===== config.mk =====
export PLATFORM = sky130hd
export DESIGN_NAME = stat_event_counters_flat
export DESIGN_NICKNAME = d
export VERILOG_FILES = /design/src/rtl/stat_event_counters_if.sv /design/src/rtl/stat_event_counters.sv /design/src/flat_wrapper.sv
export SDC_FILE = /design/constraint.sdc
export NUM_CORES = 2
export LEC_CHECK = 0
export CORE_MARGIN = 2
export CORE_UTILIZATION = 40
export CTS_BUF_LIST = sky130_fd_sc_hd__clkbuf_8
export DETAILED_ROUTE_END_ITERATION = 10
export GPL_TIMING_DRIVEN = 0
export SYNTH_ARGS = -nofsm -noshare
export SYNTH_HDL_FRONTEND = slang
export SYNTH_SLANG_ARGS = --single-unit

===== constraint.sdc =====
create_clock -name clk -period 39.3 [get_ports clk]
set_input_delay 11.79 -clock clk [delete_from_list [all_inputs] [get_ports clk]]
set_output_delay 11.79 -clock clk [all_outputs]
set_load 0.02 [all_outputs]

===== src/rtl/stat_event_counters_if.sv =====
// Read-port bundle for stat_event_counters: request side (master) and
// registered response side (slave).
interface stat_event_counters_if #(
    parameter int CNT_W  = 32,
    parameter int ADDR_W = 4
);
    logic              rd_en;
    logic [ADDR_W-1:0] rd_addr;
    logic              rd_snap;
    logic [CNT_W-1:0]  rd_data;
    logic              rd_valid;

    modport master (output rd_en, rd_addr, rd_snap, input rd_data, rd_valid);
    modport slave  (input rd_en, rd_addr, rd_snap, output rd_data, rd_valid);
endinterface


===== src/rtl/stat_event_counters.sv =====
// Bank of per-event performance counters plus a free-running cycle counter,
// with wrap/saturate, level/edge qualification, snapshot and sticky overflow.
module stat_event_counters #(
    parameter int N_EVT     = 9,
    parameter int CNT_W     = 32,
    parameter int SATURATE  = 0,
    parameter int EDGE_MODE = 0,
    parameter int ADDR_W    = 4
) (
    input  logic                 clk,
    input  logic                 rst,
    input  logic [N_EVT-1:0]     evt,
    input  logic                 en,
    input  logic                 clr,
    input  logic                 snap,
    stat_event_counters_if.slave rd,
    output logic [N_EVT:0]       ovf
);
    localparam int N_CNT = N_EVT + 1;

    logic [CNT_W-1:0] cnt       [N_CNT];
    logic [CNT_W-1:0] snap_bank [N_CNT];
    logic [N_EVT-1:0] evt_d;
    logic [N_EVT:0]   inc;
    logic [CNT_W-1:0] rd_src;

    // Cycle counter sits at index N_EVT and always has an increment due.
    assign inc = {1'b1, (EDGE_MODE != 0) ? (evt & ~evt_d) : evt};

    // Edge history follows evt even while frozen or clearing, so re-enabling
    // with an event already high never produces a spurious edge.
    // NOTE: sequential state uses non-blocking assignments so every flop
    // samples the pre-edge values of the others, regardless of block order.
    always_ff @(posedge clk or posedge rst) begin
        if (rst) begin
            evt_d <= '0;
        end else begin
            evt_d <= evt;
        end
    end

    always_ff @(posedge clk or posedge rst) begin
        if (rst) begin
            for (int k = 0; k < N_CNT; k++) begin
                cnt[k] <= '0;
            end
            ovf <= '0;
        end else if (clr) begin
            for (int k = 0; k < N_CNT; k++) begin
                cnt[k] <= '0;
            end
            ovf <= '0;
        end else if (en) begin
            for (int k = 0; k < N_CNT; k++) begin
                if (inc[k]) begin
                    if (&cnt[k]) begin
                        ovf[k] <= 1'b1;
                        if (SATURATE == 0) begin
                            cnt[k] <= '0;
                        end
                    end else begin
                        cnt[k] <= cnt[k] + CNT_W'(1);
                    end
                end
            end
        end
    end

    // Snapshot captures pre-update live values, so snap with clr keeps the
    // counts that the clear is about to discard.
    // NOTE: the banks are flop arrays rather than RAM, so they take the async
    // reset like any other register.
    always_ff @(posedge clk or posedge rst) begin
        if (rst) begin
            for (int k = 0; k < N_CNT; k++) begin
                snap_bank[k] <= '0;
            end
        end else if (snap) begin
            for (int k = 0; k < N_CNT; k++) begin
                snap_bank[k] <= cnt[k];
            end
        end
    end

    // Decoded compare rather than direct indexing: addresses past N_EVT read 0.
    // NOTE: rd_src is defaulted first so no path through the block leaves it
    // unassigned, which would otherwise infer a latch.
    always_comb begin
        rd_src = '0;
        for (int k = 0; k < N_CNT; k++) begin
            if (rd.rd_addr == ADDR_W'(k)) begin
                rd_src = rd.rd_snap ? snap_bank[k] : cnt[k];
            end
        end
    end

    always_ff @(posedge clk or posedge rst) begin
        if (rst) begin
            rd.rd_valid <= 1'b0;
            rd.rd_data  <= '0;
        end else begin
            rd.rd_valid <= rd.rd_en;
            if (rd.rd_en) begin
                rd.rd_data <= rd_src;
            end
        end
    end
endmodule


===== src/flat_wrapper.sv =====
// flat-port wrapper written by rule: the top's interface ports become plain ports
module stat_event_counters_flat 
#(
    parameter int N_EVT     = 9,
    parameter int CNT_W     = 32,
    parameter int SATURATE  = 0,
    parameter int EDGE_MODE = 0,
    parameter int ADDR_W    = 4
)
  (clk, rst, evt, en, clr, snap, ovf, rd_rd_en, rd_rd_addr, rd_rd_snap, rd_rd_data, rd_rd_valid);
  stat_event_counters_if #(.CNT_W(CNT_W), .ADDR_W(ADDR_W)) rd_i ();
  input  logic clk;
  input  logic rst;
  input  logic [N_EVT-1:0] evt;
  input  logic en;
  input  logic clr;
  input  logic snap;
  output logic [N_EVT:0] ovf;
  input wire logic [$bits(rd_i.rd_en)-1:0] rd_rd_en;
  input wire logic [$bits(rd_i.rd_addr)-1:0] rd_rd_addr;
  input wire logic [$bits(rd_i.rd_snap)-1:0] rd_rd_snap;
  output wire logic [$bits(rd_i.rd_data)-1:0] rd_rd_data;
  output wire logic [$bits(rd_i.rd_valid)-1:0] rd_rd_valid;
  assign rd_i.rd_en = rd_rd_en;
  assign rd_i.rd_addr = rd_rd_addr;
  assign rd_i.rd_snap = rd_rd_snap;
  assign rd_rd_data = rd_i.rd_data;
  assign rd_rd_valid = rd_i.rd_valid;
  stat_event_counters #(.N_EVT(N_EVT), .CNT_W(CNT_W), .SATURATE(SATURATE), .EDGE_MODE(EDGE_MODE), .ADDR_W(ADDR_W)) u_core (.clk(clk), .rst(rst), .evt(evt), .en(en), .clr(clr), .snap(snap), .rd(rd_i), .ovf(ovf));
endmodule

== Yosys cells after proc, flatten, opt, wreduce, memory -nomap -nowiden ==
Index checks and enable logic that the tools add are counted.
Widths: inputs -> output; s select.

* Mux-type cells: 62
* Add/sub/neg operators: 10
* Eq/ne operators: 9
* Reductions and logical operators: 50

{| class="wikitable"
|+ Operator list
! operator !! number
|-
| $mux 32 || 39
|-
| $mux 320 || 2
|-
| $add 32x1->32 const B || 10
|-
| $reduce_and 32->1 || 10
|-
| $reduce_bool 2->1 || 20
|-
| $reduce_and 3->1 || 9
|-
| $mux 10 || 2
|-
| $reduce_and 2->1 || 10
|-
| $mux 1 || 19
|-
| $eq 4x3->1 const B || 4
|-
| $eq 4x2->1 const B || 2
|-
| $eq 4x4->1 const B || 2
|-
| $eq 4x1->1 const B || 1
|-
| $logic_not 4->1 || 1
|}

* Logic and storage cells: 163
* Register bits: 683
* Input port bits: 20

== Longest topological paths before layout ==
* Depth after elaboration: 11
* Gate-level depth with buffers: 9

== Worst setup path after synthesis ==
Ideal clock, no wire load.

* Kind: input to register
* Start: input port rd_rd_snap
* End: register u_core.rd.rd_data[10]
* Data required time: 39.165 ns
* Cell stages on the path: 8
* Setup slack: 25.666 ns
* Arrival: 13.499 ns
* Buffers on the path: 4
* Cells stage by stage: clkbuf_1 -> buf_2 -> buf_1 -> buf_1 -> mux2i_1 -> nor2_1 -> o21ai_0 -> o211ai_1

* Word-level cells in the longest chain between the ends: 11
* Elaborated cells between the ends (all ways): 20
* Classes of those cells: mux (20)

{| class="wikitable"
|+ RTL lines
! what !! line !! RTL
|-
| from (decl) || flat_wrapper.sv:21 || <nowiki>input wire logic [$bits(rd_i.rd_snap)-1:0] rd_rd_snap;</nowiki>
|-
| $mux 32 || stat_event_counters.sv:92 || <nowiki>rd_src = rd.rd_snap ? snap_bank[k] : cnt[k];</nowiki>
|-
| $mux 32 (9 in series) || stat_event_counters.sv:91 || <nowiki>if (rd.rd_addr == ADDR_W'(k)) begin</nowiki>
|-
| $mux 32 * || stat_event_counters.sv:91 ||
|-
| to (signal assigned) || stat_event_counters.sv:104 || <nowiki>rd.rd_data <= rd_src;</nowiki>
|-
| to (decl) || stat_event_counters_if.sv:14 || <nowiki>modport slave (input rd_en, rd_addr, rd_snap, output rd_data, rd_valid);</nowiki>
|}

Mark *: on every way between the ends. The rest lies on a longest branch, timed or not.
A chain may end at the register's enable or synchronous reset.

== Worst setup path after layout ==
* Start: input port clr
* End: register u_core.cnt[169] (netlist bit)

* Word-level cells in the longest chain between the ends: 2
* Elaborated cells between the ends (all ways): 4
* Classes of those cells: mux (1); reduce/logical (3)

{| class="wikitable"
|+ RTL lines
! what !! line !! RTL
|-
| from (decl) || flat_wrapper.sv:16 || <nowiki>input logic clr;</nowiki>
|-
| $reduce_bool 2->1 (no line) || -- ||
|-
| $reduce_and 2->1 (no line) || -- ||
|-
| to (signal, indexed assignment) || stat_event_counters.sv:62 || <nowiki>cnt[k] <= cnt[k] + CNT_W'(1);</nowiki>
|-
| to (decl) || stat_event_counters.sv:21 || <nowiki>logic [CNT_W-1:0] cnt [N_CNT];</nowiki>
|}

Several ways; a longest one is shown, not always the timed one.

==> metrics.txt <==
outcome finished clean; CTS sink count 683; Critical Path, Cell by Cell buf_2, buf_1, clkinv_1, a21oi_1, clkbuf_1, nor2_1; Final Skew 0.0614 ns; Power Density 36.9 mW/mm2; top-area cell type share of the netlist area 47.5%; CP startpoint kind input pin; grt peak-use layer met2; Clock Power Share 45.5%; cts bufs inserted 121; crit-path leading delay family buffers and inverters; CTS Buffer Depth 3; critical path's slowest cell clkinv_1; CTS root buffer clkbuf_8; number of library cell types mapped by synthesis 68; mux cell area share after synthesis 19.1%; Int Power 1.11 mW; Pleak 17.9 nW; fin crit period 15.53 ns; Die Ht 304 um; nets@finish 3652; largest family of logic cells by synthesized area multiplexers; Rows 110; htree depth 3; Syn Std Cell Area 0.0360 mm2; sequential share of the synthesized area 47.5%; Gate power share 6.8%; complex-gate fraction of the synthesized area 7.70%; CP max FO 10; sw power 0.396 mW; crit path capture type flop; antenna violations before repair 7; num ports 63; Tot Pwr 1.50 mW; RSZ-0062 raised after global routing no; post-DR vias/cell 5.75; Top FF cell, synth dfrtp_1; Die W 304 um; Flop pwr share 47.7%; Synth Area in Adders 0.347%; post-layout util 45.5%; Post-Synth XOR/XNOR Area 6.25%; post-route clock period utilization 39.5%; Vias 28200; cell count after placement 4675; global-route wire length before repair 172000 um; sw frac 26.4%; largest cells by area after synthesis dfrtp_1 (47%), mux2_2 (10%), mux2i_1 (8.7%); worst-margin pin slew 1.38 ns; maxcap violations 0; CTS Hold Bufs 0; Area growth, synth to finish 13.1%; Final Hold Fails 0; layout cells sized above 1 15.9%; YS warnings 0; WL per Instance 23.3 um; vias in the first global route 27200; Worst Path Required 39.93 ns; Relative slew margins 8.01%; Core ar. 0.0896 mm2; die footprint 0.0925 mm2; WL final 114000 um; syn nets 3466; # setup viols final 0; total setup buffers inserted after CTS 0; post-synth top area cell dfrtp_1; DP HPWL 83200 um; final setup TNS 0 ns; 1st-pass router iterations 6; Placer Congestion 0.940; PortBufs 58; f_max 0.0644 GHz; mean area per synthesized cell 10.5 um2; Buf/Inv on CP 4; asr flop ratio synth 100%; Antenna Nets Post-Route 0; met3 Track Usage GR 6.18%; worst min-delay path class reg -> reg; GRT Total Usage 24.5%; Final Max Tran Viols 0; Post-synth EDFFs 0; Worst-Skew Late Latency 0.81 ns; Critical Path Max Stage Delay 1.22 ns; largest net degree at the start of global routing 125; grt met1 use 34.1%; DR iter-0 viols 2553; Gate Count Post-Synth 3436; Post-Layout Cell Count 4897; TritonCTS clock tree built; met2 usage 36.9%; CTS clk-pin slew, worst paths 0.06 ns; register bit total from synthesis 683; grt ovf 0; critical path type in -> reg; DRC errors left 0; maximum VDD drop 0.0262 mV; Starting Density 40.2%; Synth Area in Simple Gates 16.2%; CP Data Arrival Time 16.16 ns; post-cts sizing count 0; fillcell total 8450
## cells in the mapped netlist (8+ instances only)
cell,count
nand4b_1,8
o22a_1,31
nor3_1,63
o211ai_1,94
mux2i_1,314
o31ai_1,10
or4_1,17
or3_1,17
and3_1,52
nand2b_1,29
xnor2_1,109
nand4_1,109
buf_1,29
dfrtp_1,683
nor4_1,74
a21o_1,9
nor2b_1,10
ha_1,10
nand3_1,146
and4_1,36
clkbuf_1,162
o22ai_1,61
o21a_1,8
nand2_1,155
a21oi_1,40
mux2_2,333
and2_1,11
o221ai_1,8
xor2_1,148
or4b_2,8
buf_2,35
nor2_1,394
o21ai_0,114
inv_1,34
## placed cells by master (no fill, tap or decap), drive strengths merged, types with 29 or more instances in the layout
cell type	netlist	final
xor2	148	148
nor2	394	394
nand4	109	109
nand2b	29	29
nor3	64	64
inv	34	75
o211ai	94	94
clkdlybuf4s50	0	58
a21oi	40	40
nand2	155	155
mux2i	314	314
o22a	31	31
o21ai	115	115
o22ai	61	61
buf	67	72
and3	52	52
xnor2	109	109
nor4	79	79
dfrtp	683	683
nand3	147	147
mux2	333	333
and4	36	36
clkbuf	164	315
## flip-flops by register name (all words and copies together) (netlist names)
| signal | flops |
|---|---|
| u_core.rd.rd_valid | 1 |
| u_core.rd.rd_data | 32 |
| u_core.ovf | 10 |
| u_core.cnt | 320 |
| u_core.snap_bank | 320 |
## logic make-up (layout without fill, tap and decap cells)
family                   Yosys count  in the layout
AND/OR/NAND/NOR                 1154           1154
AO/OA/AOI/OAI                    419            419
buffers and inverters            266            549
XOR/XNOR                         257            257
flip-flops                       683            683
other                              0              2
multiplexers                     647            647
adder cells (fa/ha/maj)           10             10
## power groups by stage
stage                     logic [mW]  registers [mW]  clock network [mW]
after detailed placement       0.102           0.729                   0
after CTS                      0.102           0.717               0.694
after floorplan               0.0618           0.729                   0
final                          0.102           0.717               0.683
after global placement        0.0996           0.730                   0
after global routing           0.109           0.717               0.728
## layout make-up
class,count,area (um2),area share [%]
antenna,2,5.00,0.0123
buffer,231,931,2.29
clock buffer,151,2080,5.10
clock inverter,69,418,1.03
inverter,35,139,0.341
multi-input combinational,2487,17900,43.9
sequential,683,17100,42.0
tap,1176,1470,3.61
timing repair buffer,63,718,1.76
## worst paths after layout
check	cells past startpoint	end	slack [ns]	startpoint
worst max-delay path	6	u_core.cnt[169]	23.77	clr
worst min-delay path	1	u_core.ovf[8]	0.49	u_core.ovf[8]
worst max register to register	7	u_core.cnt[234]	36.36	u_core.cnt[239]
worst min register to register	1	u_core.ovf[8]	0.49	u_core.ovf[8]
max in group asynchronous	5	u_core.cnt[115]	25.53	rst
min in group asynchronous	2	u_core.cnt[272]	11.56	rst
## per-stage QoR
step	hold slack [ns]	setup WS (ns)	instance area, um2
2_1_floorplan	0.475	8.36	36000
3_3_place_gp	0.475	-0.916	38100
3_5_place_dp	0.487	23.11	38200
4_1_cts	0.504	23.93	40700
5_1_grt	0.513	23.84	40700
6_report	0.492	23.77	40700
## per-layer routing
metal  vias to the layer above  share of wire, %
met3                       211               8.5
met4                         6               3.4
met1                     14100                44
li1                      12800                 -
met2                       998                44
met5                         -             0.031
Note: power is estimated with default switching activity, not from simulation.
